$ cat config.mk
export PLATFORM = sky130hd
export DESIGN_NAME = mips_cpu_div_ctrl
export DESIGN_NICKNAME = d
export VERILOG_FILES = /design/src/rtl/mips_cpu_pkg.sv /design/src/rtl/mips_cpu_div_step.sv /design/src/rtl/mips_cpu_div_ctrl.sv
export SDC_FILE = /design/constraint.sdc
export NUM_CORES = 1
export LEC_CHECK = 0
export ABC_CLOCK_PERIOD_IN_PS = 6700
export CAP_MARGIN = 20
export CORE_UTILIZATION = 54
export DETAILED_ROUTE_END_ITERATION = 6
export GPL_ROUTABILITY_DRIVEN = 0
export PLACE_DENSITY = 0.84
export SLEW_MARGIN = 10
export SYNTH_ARGS = -nofsm -noshare
export SYNTH_HDL_FRONTEND = slang
export SYNTH_SLANG_ARGS = --single-unit
$ cat constraint.sdc
create_clock -name clk -period 6.7 [get_ports clk]
set_input_delay 1.34 -clock clk [delete_from_list [all_inputs] [get_ports clk]]
set_output_delay 1.34 -clock clk [all_outputs]
set_load 0.01 [all_outputs]
$ cat src/rtl/mips_cpu_pkg.sv
`default_nettype none
// ============================================================================
// mips_cpu_pkg : shared types and constants for the MIPS execute-stage units
// Revision     : 1.0 - initial divide controller support
// ============================================================================
package mips_cpu_pkg;

  typedef enum logic [1:0] {
    IDLE = 2'd0,
    CALC = 2'd1,
    FIX  = 2'd2,
    DONE = 2'd3
  } div_state_t;

  localparam int          DIV_STEPS  = 32;
  localparam logic [31:0] DIV_ZERO_Q = 32'hFFFF_FFFF;

endpackage
`default_nettype wire

$ cat src/rtl/mips_cpu_div_step.sv
`default_nettype none
// ============================================================================
// mips_cpu_div_step : one combinational restoring shift-subtract iteration
// Revision          : 1.0 - initial
// ============================================================================
module mips_cpu_div_step #(
  parameter int WIDTH = 32
) (
  input  logic [WIDTH-1:0] rem,
  input  logic [WIDTH-1:0] q,
  input  logic [WIDTH-1:0] divisor,
  output logic [WIDTH-1:0] rem_nxt,
  output logic [WIDTH-1:0] q_nxt
);

  logic [WIDTH:0] w_shift;
  logic [WIDTH:0] w_diff;
  logic           w_fits;

  // The partial remainder is always below the divisor, so the shifted value
  // needs one extra bit and a borrow out of that bit means "does not fit".
  always_comb begin
    w_shift = {rem, q[WIDTH-1]};
    w_diff  = w_shift - {1'b0, divisor};
    w_fits  = ~w_diff[WIDTH];
    rem_nxt = w_fits ? w_diff[WIDTH-1:0] : w_shift[WIDTH-1:0];
    q_nxt   = {q[WIDTH-2:0], w_fits};
  end

endmodule
`default_nettype wire

$ cat src/rtl/mips_cpu_div_ctrl.sv
`default_nettype none
// ============================================================================
// mips_cpu_div_ctrl : multi-cycle DIV/DIVU sequencer producing HI/LO results
// Revision          : 1.0 - initial
// ============================================================================
module mips_cpu_div_ctrl
  import mips_cpu_pkg::*;
#(
  parameter int WIDTH = 32
) (
  input  logic             clk,
  input  logic             rst_n,
  input  logic             start,
  input  logic             is_signed,
  input  logic             flush,
  input  logic [WIDTH-1:0] dividend,
  input  logic [WIDTH-1:0] divisor,
  output logic             busy,
  output logic             done,
  output logic             div_zero,
  output logic [WIDTH-1:0] hi,
  output logic [WIDTH-1:0] lo
);

  localparam int              c_cnt_w = $clog2(WIDTH) + 1;
  localparam logic [c_cnt_w-1:0] c_last_step = c_cnt_w'(DIV_STEPS - 1);

  div_state_t r_state;
  div_state_t w_state_nxt;
  logic       w_accept;

  logic [WIDTH-1:0]   r_rem;
  logic [WIDTH-1:0]   r_q;
  logic [WIDTH-1:0]   r_dvsr;
  logic [c_cnt_w-1:0] r_cnt;
  logic               r_neg_q;
  logic               r_neg_r;
  logic               r_dz;
  logic [WIDTH-1:0]   r_hi;
  logic [WIDTH-1:0]   r_lo;

  logic [WIDTH-1:0] w_abs_a;
  logic [WIDTH-1:0] w_abs_b;
  logic             w_dvsr_zero;
  logic [WIDTH-1:0] w_rem_nxt;
  logic [WIDTH-1:0] w_q_nxt;

  assign w_abs_a     = (is_signed && dividend[WIDTH-1]) ? -dividend : dividend;
  assign w_abs_b     = (is_signed && divisor[WIDTH-1])  ? -divisor  : divisor;
  assign w_dvsr_zero = (divisor == '0);

  mips_cpu_div_step #(
    .WIDTH (WIDTH)
  ) u_step (
    .rem     (r_rem),
    .q       (r_q),
    .divisor (r_dvsr),
    .rem_nxt (w_rem_nxt),
    .q_nxt   (w_q_nxt)
  );

  always_ff @(posedge clk or negedge rst_n) begin
    if (!rst_n) begin
      r_state <= IDLE;
    end else begin
      r_state <= w_state_nxt;
    end
  end

  always_comb begin
    w_state_nxt = r_state;
    w_accept    = 1'b0;
    case (r_state)
      IDLE: begin
        if (start && !flush) begin
          w_accept    = 1'b1;
          w_state_nxt = w_dvsr_zero ? DONE : CALC;
        end
      end
      CALC: begin
        if (flush) begin
          w_state_nxt = IDLE;
        end else if (r_cnt == c_last_step) begin
          w_state_nxt = FIX;
        end
      end
      FIX: begin
        w_state_nxt = flush ? IDLE : DONE;
      end
      DONE: begin
        w_state_nxt = IDLE;
      end
      default: begin
        w_state_nxt = IDLE;
      end
    endcase
  end

  // A zero divisor commits its fixed result at acceptance and skips the loop.
  always_ff @(posedge clk or negedge rst_n) begin
    if (!rst_n) begin
      r_rem   <= '0;
      r_q     <= '0;
      r_dvsr  <= '0;
      r_cnt   <= '0;
      r_neg_q <= 1'b0;
      r_neg_r <= 1'b0;
      r_dz    <= 1'b0;
      r_hi    <= '0;
      r_lo    <= '0;
    end else if (w_accept) begin
      r_rem   <= '0;
      r_cnt   <= '0;
      r_q     <= w_abs_a;
      r_dvsr  <= w_abs_b;
      r_neg_q <= is_signed & (dividend[WIDTH-1] ^ divisor[WIDTH-1]);
      r_neg_r <= is_signed & dividend[WIDTH-1];
      r_dz    <= w_dvsr_zero;
      if (w_dvsr_zero) begin
        r_lo <= WIDTH'(DIV_ZERO_Q);
        r_hi <= dividend;
      end
    end else if (r_state == CALC) begin
      r_rem <= w_rem_nxt;
      r_q   <= w_q_nxt;
      r_cnt <= r_cnt + c_cnt_w'(1);
    end else if (r_state == FIX && !flush) begin
      r_lo <= r_neg_q ? -r_q   : r_q;
      r_hi <= r_neg_r ? -r_rem : r_rem;
    end
  end

  assign busy     = (r_state != IDLE);
  assign done     = (r_state == DONE);
  assign div_zero = done & r_dz;
  assign hi       = r_hi;
  assign lo       = r_lo;

endmodule
`default_nettype wire

# After elaboration in Yosys (flattened, before gate mapping)
# Index checks and enable logic that the tools add are counted.
# Widths: inputs -> output; s select.
# word_totals
ff_bits	171
inputBits	69
elab_cells	68
# op_classes
add_sub_neg	6
n_eq_ne	8
mux	27
bitwise	5
reduce_logical	12
# ops
cell	count
$mux 32	17
$neg 32->32	4
$sub 33x32->33	1
$logic_not 32->1	1
$mux 6	2
$mux 2	5
$pmux 2 s4	1
$add 6x1->6 const B	1
$eq 6x5->1 const B	1
$reduce_bool 2->1	3
$eq 2x2->1 const B	2
$logic_and 1x1->1	4
$ne 2x2->1 const B	2
$and 1x1->1	3
$ne 3x3->1 const B	1
$reduce_and 3->1	1
$eq 2x1->1 const B	1
$logic_not 2->1	1
$mux 1	2
$ne 2x1->1 const B	1
$reduce_and 2->1	1
$logic_not 1->1	1
$not 1->1	1
$xor 1x1->1	1

# Depth between registers and ports, before layout
# depth
depth_word	6
depth_mapped	14
depth_no_buf	12

# Cells and area by module
# From an unflattened synthesis, not the netlist that was laid out.
# unflattened
cells_unflattened	1463
area_unflattened_um2	12180.4
# by_module_without_submodules
mod	n_inst	cells_per_inst	area_each_um2	seq_area_each_um2
mips_cpu_div_ctrl	1	1126	9581.7	4279.1
mips_cpu_div_step	1	337	2598.7	0.0

# Worst setup path before layout
# No wires, ideal clock.
# synth_path
kind	input -> register
from	input divisor[14]
to	register r_hi[17] (netlist: hi[17])
setup_ps	132
arrival_ps	3423
required_time_ps	6568
path_slack_ps	3145
path_stages	11
path_cell_list	or4_1 nor4_1 nand2_1 nor2_1 and3_1 buf_2 a31oi_1 clkbuf_1 clkbuf_1 nand2_1 o31ai_1
# synth_between
elab_chain_cells	3
# synth_lines
item	line	text
start: declaration	mips_cpu_div_ctrl.sv:17	input logic [WIDTH-1:0] divisor,
$logic_not 32->1	mips_cpu_div_ctrl.sv:50	assign w_dvsr_zero = (divisor == '0);
$ne 2x1->1 (no source line)	n/a	
$reduce_and 3->1 (no source line)	n/a	
end signal: assignment	mips_cpu_div_ctrl.sv:121	r_hi <= dividend;
end signal: assignment	mips_cpu_div_ctrl.sv:129	r_hi <= r_neg_r ? -r_rem : r_rem;
end: declaration	mips_cpu_div_ctrl.sv:39	logic [WIDTH-1:0] r_hi;
# Every way passes these cells.
# A chain may end at the register's enable or synchronous reset.

# Worst setup path after layout
# layout_path
from	input divisor[14]
to	register r_hi[22] (netlist: hi[22])
# The elaborated chain is that of the path after synthesis.

==> out/qor.txt <==
==================================================================================
Cell breakdown of the critical path ................................. clkdlybuf4s50_1 > or4_1 > nor4_1 > nand2_1 > nor2_1 > and3_1 > nand3_1 > nand2_2 > buf_12 > nor2_1 > a21oi_1
Slew of the pin with the lowest slew margin .........................      1160 ps
Relative slew margins ...............................................        0.226
Worst EP required ...................................................      7060 ps
CTS Buffer Depth ....................................................            2
Met2 Usage GRT ......................................................        0.488
R2R depth ...........................................................           13
Cell repeated most along the worst path ............................. sky130_fd_sc_hd__nor2_1
DIE AREA ............................................................  22300 sq um
Combinational share of power ........................................        0.466
Switching share of power ............................................        0.443
Layout cells sized above 1 ..........................................       0.0476
GRT overflow ........................................................            0
Leading cell type in the layout, fill and taps excluded ............. sky130_fd_sc_hd__nand2_1
CTS Sinks ...........................................................          171
Count of nets after finishing .......................................         1649
Arrival time of data at the critical path endpoint ..................      4580 ps
Signed area change from the synthesized netlist to the final layout .        17.7%
Leading cell types in the layout, fill and taps excluded ............ sky130_fd_sc_hd__nand2_1 (189), sky130_fd_sc_hd__dfrtp_1 (171), sky130_fd_sc_hd__nor2_1 (154)
Maximum capacitance violations ......................................            0
FFs w/ async S/R, synth .............................................         1.00
Share of power burned in registers ..................................        0.327
Number of DRC markers in iteration 0 ................................         1116
Static power due to leakage .........................................      5.93 nW
Share of the cycle needed by the critical path after routing ........        0.629
Post-placement setup slack ..........................................      1710 ps
Final setup fails ...................................................            0
Internal power contribution .........................................      2.64 mW
Min Tclk post-route .................................................      4210 ps
Setup repair after global routing missed its margin .................        false
Result of the run ................................................... complete, no violations
Clock power frac ....................................................        0.207
Hold buffers post-CTS ...............................................            0
Final setup skew ....................................................      15.0 ps
Type of the worst setup path ........................................       in2reg
Post-cts resize count ...............................................            0
Final slew viol count ...............................................            0
Die extent in x .....................................................  149 microns
Iteration count of the initial detailed-routing pass ................            5
Kind of end point of the critical path ..............................     register
Vias in the first global route ......................................        10500
Max FO, Critical Path ...............................................           54
Number of primary I/O pins ..........................................          136
Post-DR wirelength/cell ............................................. 18.1 microns
Beginning of the worst hold path ....................................   r_dvsr[12]
Kind of launch point of the worst setup path ........................   input port
Unique masters post-synth ...........................................           70
DRC Markers .........................................................            0
Fraction of the yosys area taken by sequential cells ................        0.364
Highest cell delay on the worst timing path .........................       610 ps
Core region area ....................................................  21200 sq um
Number of antenna violations at the first check in global routing ...            0
Met3 capacity usage during global routing ...........................       0.0454
GRT busiest layer ...................................................         met2
Primary FF master, synth ............................................ sky130_fd_sc_hd__dfrtp_1
Area fraction of the dominant cell type after synthesis .............        0.364
Slowest-stage cell, CP .............................................. sky130_fd_sc_hd__or4_1
H-tree depth ........................................................            4
Cell Area, Synth ....................................................  11700 sq um
Number of buffers created by CTS ....................................           17
R2r setup slk .......................................................      2980 ps
Yosys top cell by area .............................................. sky130_fd_sc_hd__dfrtp_1
Clock tree from TritonCTS ...........................................          yes
Global Route met1 Usage .............................................        0.400
Fill cell count .....................................................         1740
Vias per std cell ...................................................         6.21
Setup WS post-layout ................................................      2490 ps
Synthesized flop and latch total ....................................          171
Antenna fix cells ...................................................            0
Final HPWL from detailed placement .................................. 23700 microns
Row count ...........................................................           53
Destination of the worst hold path ..................................   r_dvsr[12]
Mean Syn Cell Area ..................................................   8.01 sq um
Total count of hold-check failures in the final report ..............            0
Synth Instances .....................................................         1467
Setup Fix Bufs, Post-CTS ............................................            0
Count of vias placed by the detailed router .........................        11400
Clock-pin slew on the worst setup and hold paths ....................        70 ps
Worst hold path cell count ..........................................            2
R2R Path Start ......................................................      r_q[31]
P_sw ................................................................      2.10 mW
Total wire length ................................................... 33100 microns
Post-route setup TNS ................................................         0 ps
Clock Root Buffer ................................................... sky130_fd_sc_hd__clkbuf_16
Initial cell density of the core ....................................        0.555
Syn Nets ............................................................         1574
Number of nets with antenna violations after routing ................            0
Pin count of the biggest net entering global routing ................           96
Top area cells in the synthesized netlist ........................... sky130_fd_sc_hd__dfrtp_1 (36%), sky130_fd_sc_hd__nand2_1 (6.0%), sky130_fd_sc_hd__xor2_1 (6.0%), sky130_fd_sc_hd__nand3_1 (5.0%), sky130_fd_sc_hd__nor2_1 (4.9%)
Maximum clock frequency .............................................      237 MHz
P per Cell Area .....................................................  342 nW/um^2
Total global-route track usage ......................................        0.301
Number of synthesis warnings ........................................            0
Wire length of the first global-routing pass ........................ 53100 microns
Clock insertion delay at the later pin of the skew report ...........       450 ps
Capturing point of the worst reg2reg path ...........................     r_rem[1]
Height of the die ...................................................  149 microns
Count of input and output buffers ...................................          135
Number of enable-type register cells in the synthesized netlist .....            0
Hold Path Class .....................................................      reg2reg
Maximum vdd drop ....................................................   0.000254 V
==================================================================================
==> sequential cells by signal (all words and copies together) (netlist names) <==
| signal | count |
|---|---|
| r_cnt | 6 |
| r_rem | 32 |
| lo | 32 |
| r_dz | 1 |
| hi | 32 |
| r_neg_q | 1 |
| r_neg_r | 1 |
| r_dvsr | 32 |
| r_state | 2 |
| r_q | 32 |
==> stage by stage <==
| stage | util | cell area (sq um) | hold slack, ps | std cells | power (mW) |
|---|---|---|---|---|---|
| 3_3_place_gp | 0.625 | 13200 | 462 | 1796 | 3.62 |
| 5_1_grt | 0.654 | 13800 | 518 | 1830 | 5.03 |
| 4_1_cts | 0.652 | 13800 | 487 | 1828 | 4.68 |
| 2_1_floorplan | - | 11700 | 440 | 1467 | 3.06 |
| 3_5_place_dp | 0.625 | 13200 | 470 | 1796 | 3.70 |
| 6_report | 0.654 | 13800 | 480 | 1830 | 4.74 |
==> cell type report <==
cell class,instances,area [sq um],area share
multi-input combinational,1157,6990,0.505
sequential,171,4280,0.309
timing repair buffer,146,1460,0.106
clock buffer,17,425,0.0308
tap,275,344,0.0249
inverter,49,185,0.0134
clock inverter,15,145,0.0105
==> power groups by stage <==
| stage | sequential (mW) | clock [mW] | combinational (mW) |
|---|---|---|---|
| floorplan | 1.44 | 0 | 1.62 |
| global placement | 1.54 | 0 | 2.08 |
| detailed placement | 1.56 | 0 | 2.14 |
| CTS | 1.54 | 0.979 | 2.17 |
| global route | 1.57 | 1.02 | 2.43 |
| finish | 1.55 | 0.980 | 2.21 |
==> worst max-delay path: cells and delay by family <==
| kind | cells | cell delay, ps |
|---|---|---|
| simple gates | 8 | 2310 |
| buf+inv | 2 | 750 |
| compound gates | 1 | 140 |
==> synthesized netlist by cell type (4+ instances only) <==
master	n
sky130_fd_sc_hd__o21bai_1	5
sky130_fd_sc_hd__buf_2	9
sky130_fd_sc_hd__and2_1	12
sky130_fd_sc_hd__or4_1	10
sky130_fd_sc_hd__a31oi_1	58
sky130_fd_sc_hd__nand2b_1	10
sky130_fd_sc_hd__o211ai_1	8
sky130_fd_sc_hd__inv_1	48
sky130_fd_sc_hd__nand2_1	189
sky130_fd_sc_hd__nor2_1	154
sky130_fd_sc_hd__mux2i_1	13
sky130_fd_sc_hd__nor4_1	13
sky130_fd_sc_hd__dfrtp_1	171
sky130_fd_sc_hd__and3_1	14
sky130_fd_sc_hd__buf_1	11
sky130_fd_sc_hd__o31ai_1	27
sky130_fd_sc_hd__clkbuf_1	70
sky130_fd_sc_hd__ha_1	37
sky130_fd_sc_hd__o21ai_0	93
sky130_fd_sc_hd__nand3b_1	5
sky130_fd_sc_hd__a21o_1	19
sky130_fd_sc_hd__nor3_1	15
sky130_fd_sc_hd__o41ai_1	7
sky130_fd_sc_hd__nand3_1	117
sky130_fd_sc_hd__or3_1	13
sky130_fd_sc_hd__a21oi_1	101
sky130_fd_sc_hd__a211oi_1	5
sky130_fd_sc_hd__or4_4	4
sky130_fd_sc_hd__xnor2_1	64
sky130_fd_sc_hd__o21ai_1	17
sky130_fd_sc_hd__nor2b_1	10
sky130_fd_sc_hd__xor2_1	80
==> worst max path at each step <==
stage / cells past startpoint / from / to / slack (ps)
floorplan: 11 / divisor[14] / hi[17] / 3140
global placement: 9 / divisor[14] / lo[15] / 1910
detailed placement: 10 / divisor[14] / hi[23] / 1710
CTS: 10 / divisor[14] / hi[22] / 2150
global route: 10 / divisor[2] / lo[23] / 2250
finish: 11 / divisor[14] / hi[22] / 2490
==> routing by layer <==
| metal | wire, microns | vias up |
|---|---|---|
| li1 | - | 5321 |
| met1 | 13500 | 5306 |
| met2 | 15200 | 628 |
| met3 | 3150 | 103 |
| met4 | 1230 | 0 |
| met5 | 0 | - |
==> logic make-up after synthesis <==
family / after synthesis / share of synthesized area
XOR/XNOR: 144 / 0.107
adder cells (fa/ha/maj): 38 / 0.0411
AND/OR/NAND/NOR: 589 / 0.235
AO/OA/AOI/OAI: 373 / 0.196
multiplexers: 13 / 0.0111
flip-flops: 171 / 0.364
buffers and inverters: 139 / 0.0455
(Power assumes the default switching activity.)
==> variant 1, RTL diff (same settings) <==
Put a register stage on the outputs `busy` and `div_zero`, with the module's reset. The values now appear one clock later. The other outputs are not delayed to match.
--- a/src/rtl/mips_cpu_div_ctrl.sv
+++ b/src/rtl/mips_cpu_div_ctrl.sv
@@ -132,5 +132,12 @@
 
-  assign busy     = (r_state != IDLE);
   assign done     = (r_state == DONE);
-  assign div_zero = done & r_dz;
+  always_ff @(posedge clk or negedge rst_n) begin
+    if (!rst_n) begin
+      busy     <= '0;
+      div_zero <= '0;
+    end else begin
+      busy     <= (r_state != IDLE);
+      div_zero <= done & r_dz;
+    end
+  end
   assign hi       = r_hi;
Function: changed (a bounded check fails within 4 cycles, from zero or initial values and one cycle with rst_n low).
==> variant 1 against the original RTL <==
  * Sequential cell count up 2
  * Power up 0.22%
  * Critical endpoint is now lo[10]$_DFFE_PN0P_
  * Area after synthesis increased by 0.43%
  * Register-to-register slack got worse by 0.06 ns
  * First-iteration DRC count fell by 0.99%
  * Global-route usage shrank 0.71 points
  * Final area increased by 0.63%
  * Setup slack lost 0.015 ns
  * Critical path type unchanged
  * Routed wire length shrank 1.3%
==> variant 1: results (changes against the original RTL) <==
[metrics] number of search-and-repair iterations in the first detailed-routing pass: 6 (+1)
[metrics] first-pass GRT wire length: 51810 um (-2.5%)
[metrics] number of nets in the synthesized netlist: 1576 (+0.13%)
[metrics] aggregate routed wire length: 32650 um (-1.3%)
[metrics] ratio of cells with drive above 1 in the final layout: 0.04814 (+0.0005502)
[metrics] Setup Fix Bufs, Post-CTS: 0 (unchanged)
[metrics] Avg Vias per Cell: 6.137 (-1.1%)
[metrics] source-to-sink clock delay at the later pin of the worst-skew pair: 0.45 ns (about the same)
[metrics] Critical Path AT: 4.60 ns (+0.02 ns)
[metrics] area post-placement: 13270 um^2 (+0.38%)
[metrics] clock buffers created by TritonCTS: 17 (unchanged)
[metrics] critical path peak fanout: 56 (+3.7%)
[metrics] fraction of the yosys area taken by sequential cells: 0.3670 (+0.002697)
[metrics] nets: 1652 (+0.18%)
[metrics] pin count of the biggest net entering global routing: 97 (+1.0%)
[metrics] DP Wirelength: 23170 um (-2.4%)
[metrics] worst IR drop on VDD: 0.0001763 V (-31%)
[metrics] mean post-synth cell area: 8.029 um^2 (+0.29%)
[metrics] fillers: 1766 (+1.5%)
[metrics] Area contributors post-synth: sky130_fd_sc_hd__dfrtp_1, sky130_fd_sc_hd__nand2_1, sky130_fd_sc_hd__xor2_1
[metrics] worst slack after detailed placement: 1.659 ns (-0.05441 ns)
[metrics] Setup Skew: 0.01192 ns (-0.003031 ns)
[metrics] number of placed instances, taps included: 1798 (+0.11%)
[metrics] slowest stage cell, crit path: sky130_fd_sc_hd__or4_1
[metrics] run status: finished, final reports clean
[metrics] via count: 11250 (-0.95%)
[metrics] most frequent cells after synthesis: sky130_fd_sc_hd__nand2_1, sky130_fd_sc_hd__dfrtp_1, sky130_fd_sc_hd__nor2_1
[metrics] via count of the first global-routing pass: 10200 (-3.2%)
[metrics] combined global-route utilization of all metal layers: 0.2936 (-0.007146)
[metrics] leakage power: 5.968 nW (+0.68%)
-- variant 1: cell types whose count changed in the layout (fill, tap and decap cells not counted), sizes merged --
| cell | change |
|---|---|
| clkinv | +2 |
| dfrtp | +2 |
| inv | -2 |
| buf | +1 |
-- variant 1: area by class of cell --
cell class / count / area [um^2] / area share
inverter: 49 / 185.2 / 0.01331
clock inverter: 15 / 171.4 / 0.01232
tap: 275 / 344.1 / 0.02473
timing repair buffer: 147 / 1471 / 0.1057
sequential: 173 / 4329 / 0.3111
multi-input combinational: 1157 / 6989 / 0.5022
clock buffer: 17 / 425.4 / 0.03057
-- variant 1: power breakdown --
group / total [mW] / internal (mW) / switching, mW
Combinational: 2.20 / 0.917 / 1.28
Clock: 1.00 / 0.502 / 0.500
Sequential: 1.54 / 1.24 / 0.304
Total: 4.75 / 2.66 / 2.09
-- variant 1: final timing paths --
path | startpoint | end | slack (ns) | cells past startpoint
worst min-delay path | r_dvsr[26]$_DFFE_PN0P_ | r_dvsr[26]$_DFFE_PN0P_ | 0.48 | 2
max in group asynchronous | rst_n | r_rem[29]$_DFFE_PN0P_ | 4.54 | 2
min in group asynchronous | rst_n | lo[12]$_DFFE_PN0P_ | 0.91 | 1
worst max-delay path | divisor[14] | lo[10]$_DFFE_PN0P_ | 2.47 | 11
worst min register to register | r_dvsr[26]$_DFFE_PN0P_ | r_dvsr[26]$_DFFE_PN0P_ | 0.48 | 2
worst max register to register | r_rem[6]$_DFFE_PN0P_ | r_rem[1]$_DFFE_PN0P_ | 2.92 | 10
-- variant 1: per-layer routing --
layer  track usage  share of wire  vias to the layer above
met4        0.1152          0.027                        0
met1        0.3954           0.43                     5324
met2        0.4785           0.47                      527
met3       0.03963          0.073                       68
li1              -              -                     5331
met5             0              0                        -
-- variant 1: worst max-delay path, delay by kind of cell --
family / cells / cell delay (ns)
AO/OA/AOI/OAI: 1 / 0.16
buffers and inverters: 2 / 0.76
AND/OR/NAND/NOR: 8 / 2.31
-- variant 1: cell families after synthesis --
family / count (synthesis) / synth area share
XOR/XNOR: 144 / 0.1069
AND/OR/NAND/NOR: 589 / 0.2336
AO/OA/AOI/OAI: 373 / 0.1952
flip-flops: 173 / 0.3670
multiplexers: 13 / 0.01103
adder cells (fa/ha/maj): 38 / 0.04095
buffers and inverters: 139 / 0.04529
-- variant 1: through the flow --
step | hold WS, ns | utilization
4_1_cts | 0.4866 | 0.6534
5_1_grt | 0.5018 | 0.6558
2_1_floorplan | 0.4399 | -
3_3_place_gp | 0.4616 | 0.6252
6_report | 0.4818 | 0.6558
3_5_place_dp | 0.4699 | 0.6252
==> variant 2, RTL diff (config.mk and constraints unchanged) <==
Without the edit above. Change the package constant `DIV_ZERO_Q` from 32'hFFFF_FFFF to 32'hBFFFFFFF.
--- a/src/rtl/mips_cpu_pkg.sv
+++ b/src/rtl/mips_cpu_pkg.sv
@@ -15,3 +15,3 @@
   localparam int          DIV_STEPS  = 32;
-  localparam logic [31:0] DIV_ZERO_Q = 32'hFFFF_FFFF;
+  localparam logic [31:0] DIV_ZERO_Q = 32'hBFFFFFFF;
 
Formal check against the unedited RTL: not equivalent (a bounded check fails within 4 cycles, from zero or initial values and one cycle with rst_n low).
==> variant 2 against the original RTL <==
  * Area after synthesis shrank 0.76%
  * Power shrank 9.6%
  * Routed wire length shrank 11%
  * Sequential cell count is the same
  * Final area shrank 0.97%
  * Via count shrank 5.8%
  * Sequential share of layout area grew 0.30 points
  * Setup slack lost 0.99 ns
  * Core utilization shrank 0.43 points
  * First-iteration DRC count shrank 26%
  * Cell count shrank 2.4%
  * Global-route usage shrank 2.8 points
  * Critical path depth shrank 1
  * Largest power group unchanged
==> variant 2: results (changes against the original RTL) <==
[metrics] number of instances in the synthesized netlist: 1414 (-3.6%)
[metrics] Routed met2 length: 14110 um (-7.0%)
[metrics] Global Route met2 Usage: 0.4570 (-0.03052)
[metrics] switching component of the power: 1.731 mW (-17%)
[metrics] worst IR drop on VDD: 0.0002101 V (-17%)
[metrics] first-pass GRT wire length: 48710 um (-8.3%)
[metrics] worst slack after detailed placement: 1.093 ns (-0.6196 ns)
[metrics] worst hold slack after final layout: 0.4803 ns (+0.0005220 ns)
[metrics] setup slack of the most critical reg-to-reg path: 2.99 ns (about the same)
[metrics] core occupancy in the finished layout: 0.6494 (-0.004293)
[metrics] Final Critical Period: 5.199 ns (+0.9872 ns)
[metrics] met1 track utilization from global routing: 0.3670 (-0.03314)
[metrics] run status: finished, final reports clean
[metrics] most frequent cells after synthesis: sky130_fd_sc_hd__nand2_1, sky130_fd_sc_hd__dfrtp_1, sky130_fd_sc_hd__o21ai_0
[metrics] critical path capture point: lo[8]$_DFFE_PN0P_
[metrics] Synth Area in Compound Gates: 0.2251 (+0.02908)
[metrics] pin count of the biggest net entering global routing: 170 (+77%)
[metrics] ratio of cells with drive above 1 in the final layout: 0.04567 (-0.001923)
[metrics] critical path peak fanout: 49 (-9.3%)
[metrics] aggregate routed wire length: 29360 um (-11%)
[metrics] mux cell area share after synthesis: 0.02673 (+0.01565)
[metrics] routed length on met1: 12970 um (-4.2%)
[metrics] source-to-sink clock delay at the later pin of the worst-skew pair: 0.43 ns (-0.02 ns)
[metrics] Setup Skew: 0.009110 ns (-0.005840 ns)
[metrics] number of cells on the worst reg-to-reg path: 12 (-1)
[metrics] nets: 1605 (-2.7%)
[metrics] XOR/XNOR share of the synthesized area: 0.1059 (-0.001436)
[metrics] Area contributors post-synth: sky130_fd_sc_hd__dfrtp_1, sky130_fd_sc_hd__nand2_1, sky130_fd_sc_hd__xor2_1
[metrics] number of placed instances, taps included: 1753 (-2.4%)
[metrics] met3 WL post-DR: 1910 um (-39%)
[metrics] DP Wirelength: 20870 um (-12%)
[variant 2: changes by cell type after synthesis, sizes merged, moves of 9 or more]
cell,delta
nand3,-96
nand2,+30
o21ai,+30
a21oi,-24
nor2,-24
mux2i,+17
o41ai,+11
nor4,-9
[variant 2: power groups by stage]
stage	sequential [mW]	clock [mW]	combinational [mW]
floorplan	1.35	0	1.53
detailed placement	1.43	0	1.86
global placement	1.42	0	1.81
finish	1.43	0.950	1.90
global route	1.46	1.00	2.12
CTS	1.42	0.957	1.88
[variant 2: cell families after synthesis]
| logic type | after synthesis |
|---|---|
| adders and majority gates | 38 |
| muxes | 31 |
| AOI/OAI and AO/OA | 418 |
| DFF | 171 |
| buffers and inverters | 129 |
| xor gates and xnor gates | 141 |
| and+or+nand+nor | 486 |
[variant 2: area by class of cell]
cell class,count,area share
multi-input cells,1114,0.5012
flip-flops and latches,171,0.3125
repair buffers,145,0.1066
clock buffers,19,0.03234
well taps,275,0.02513
inverters,49,0.01343
clock inverters,13,0.008771
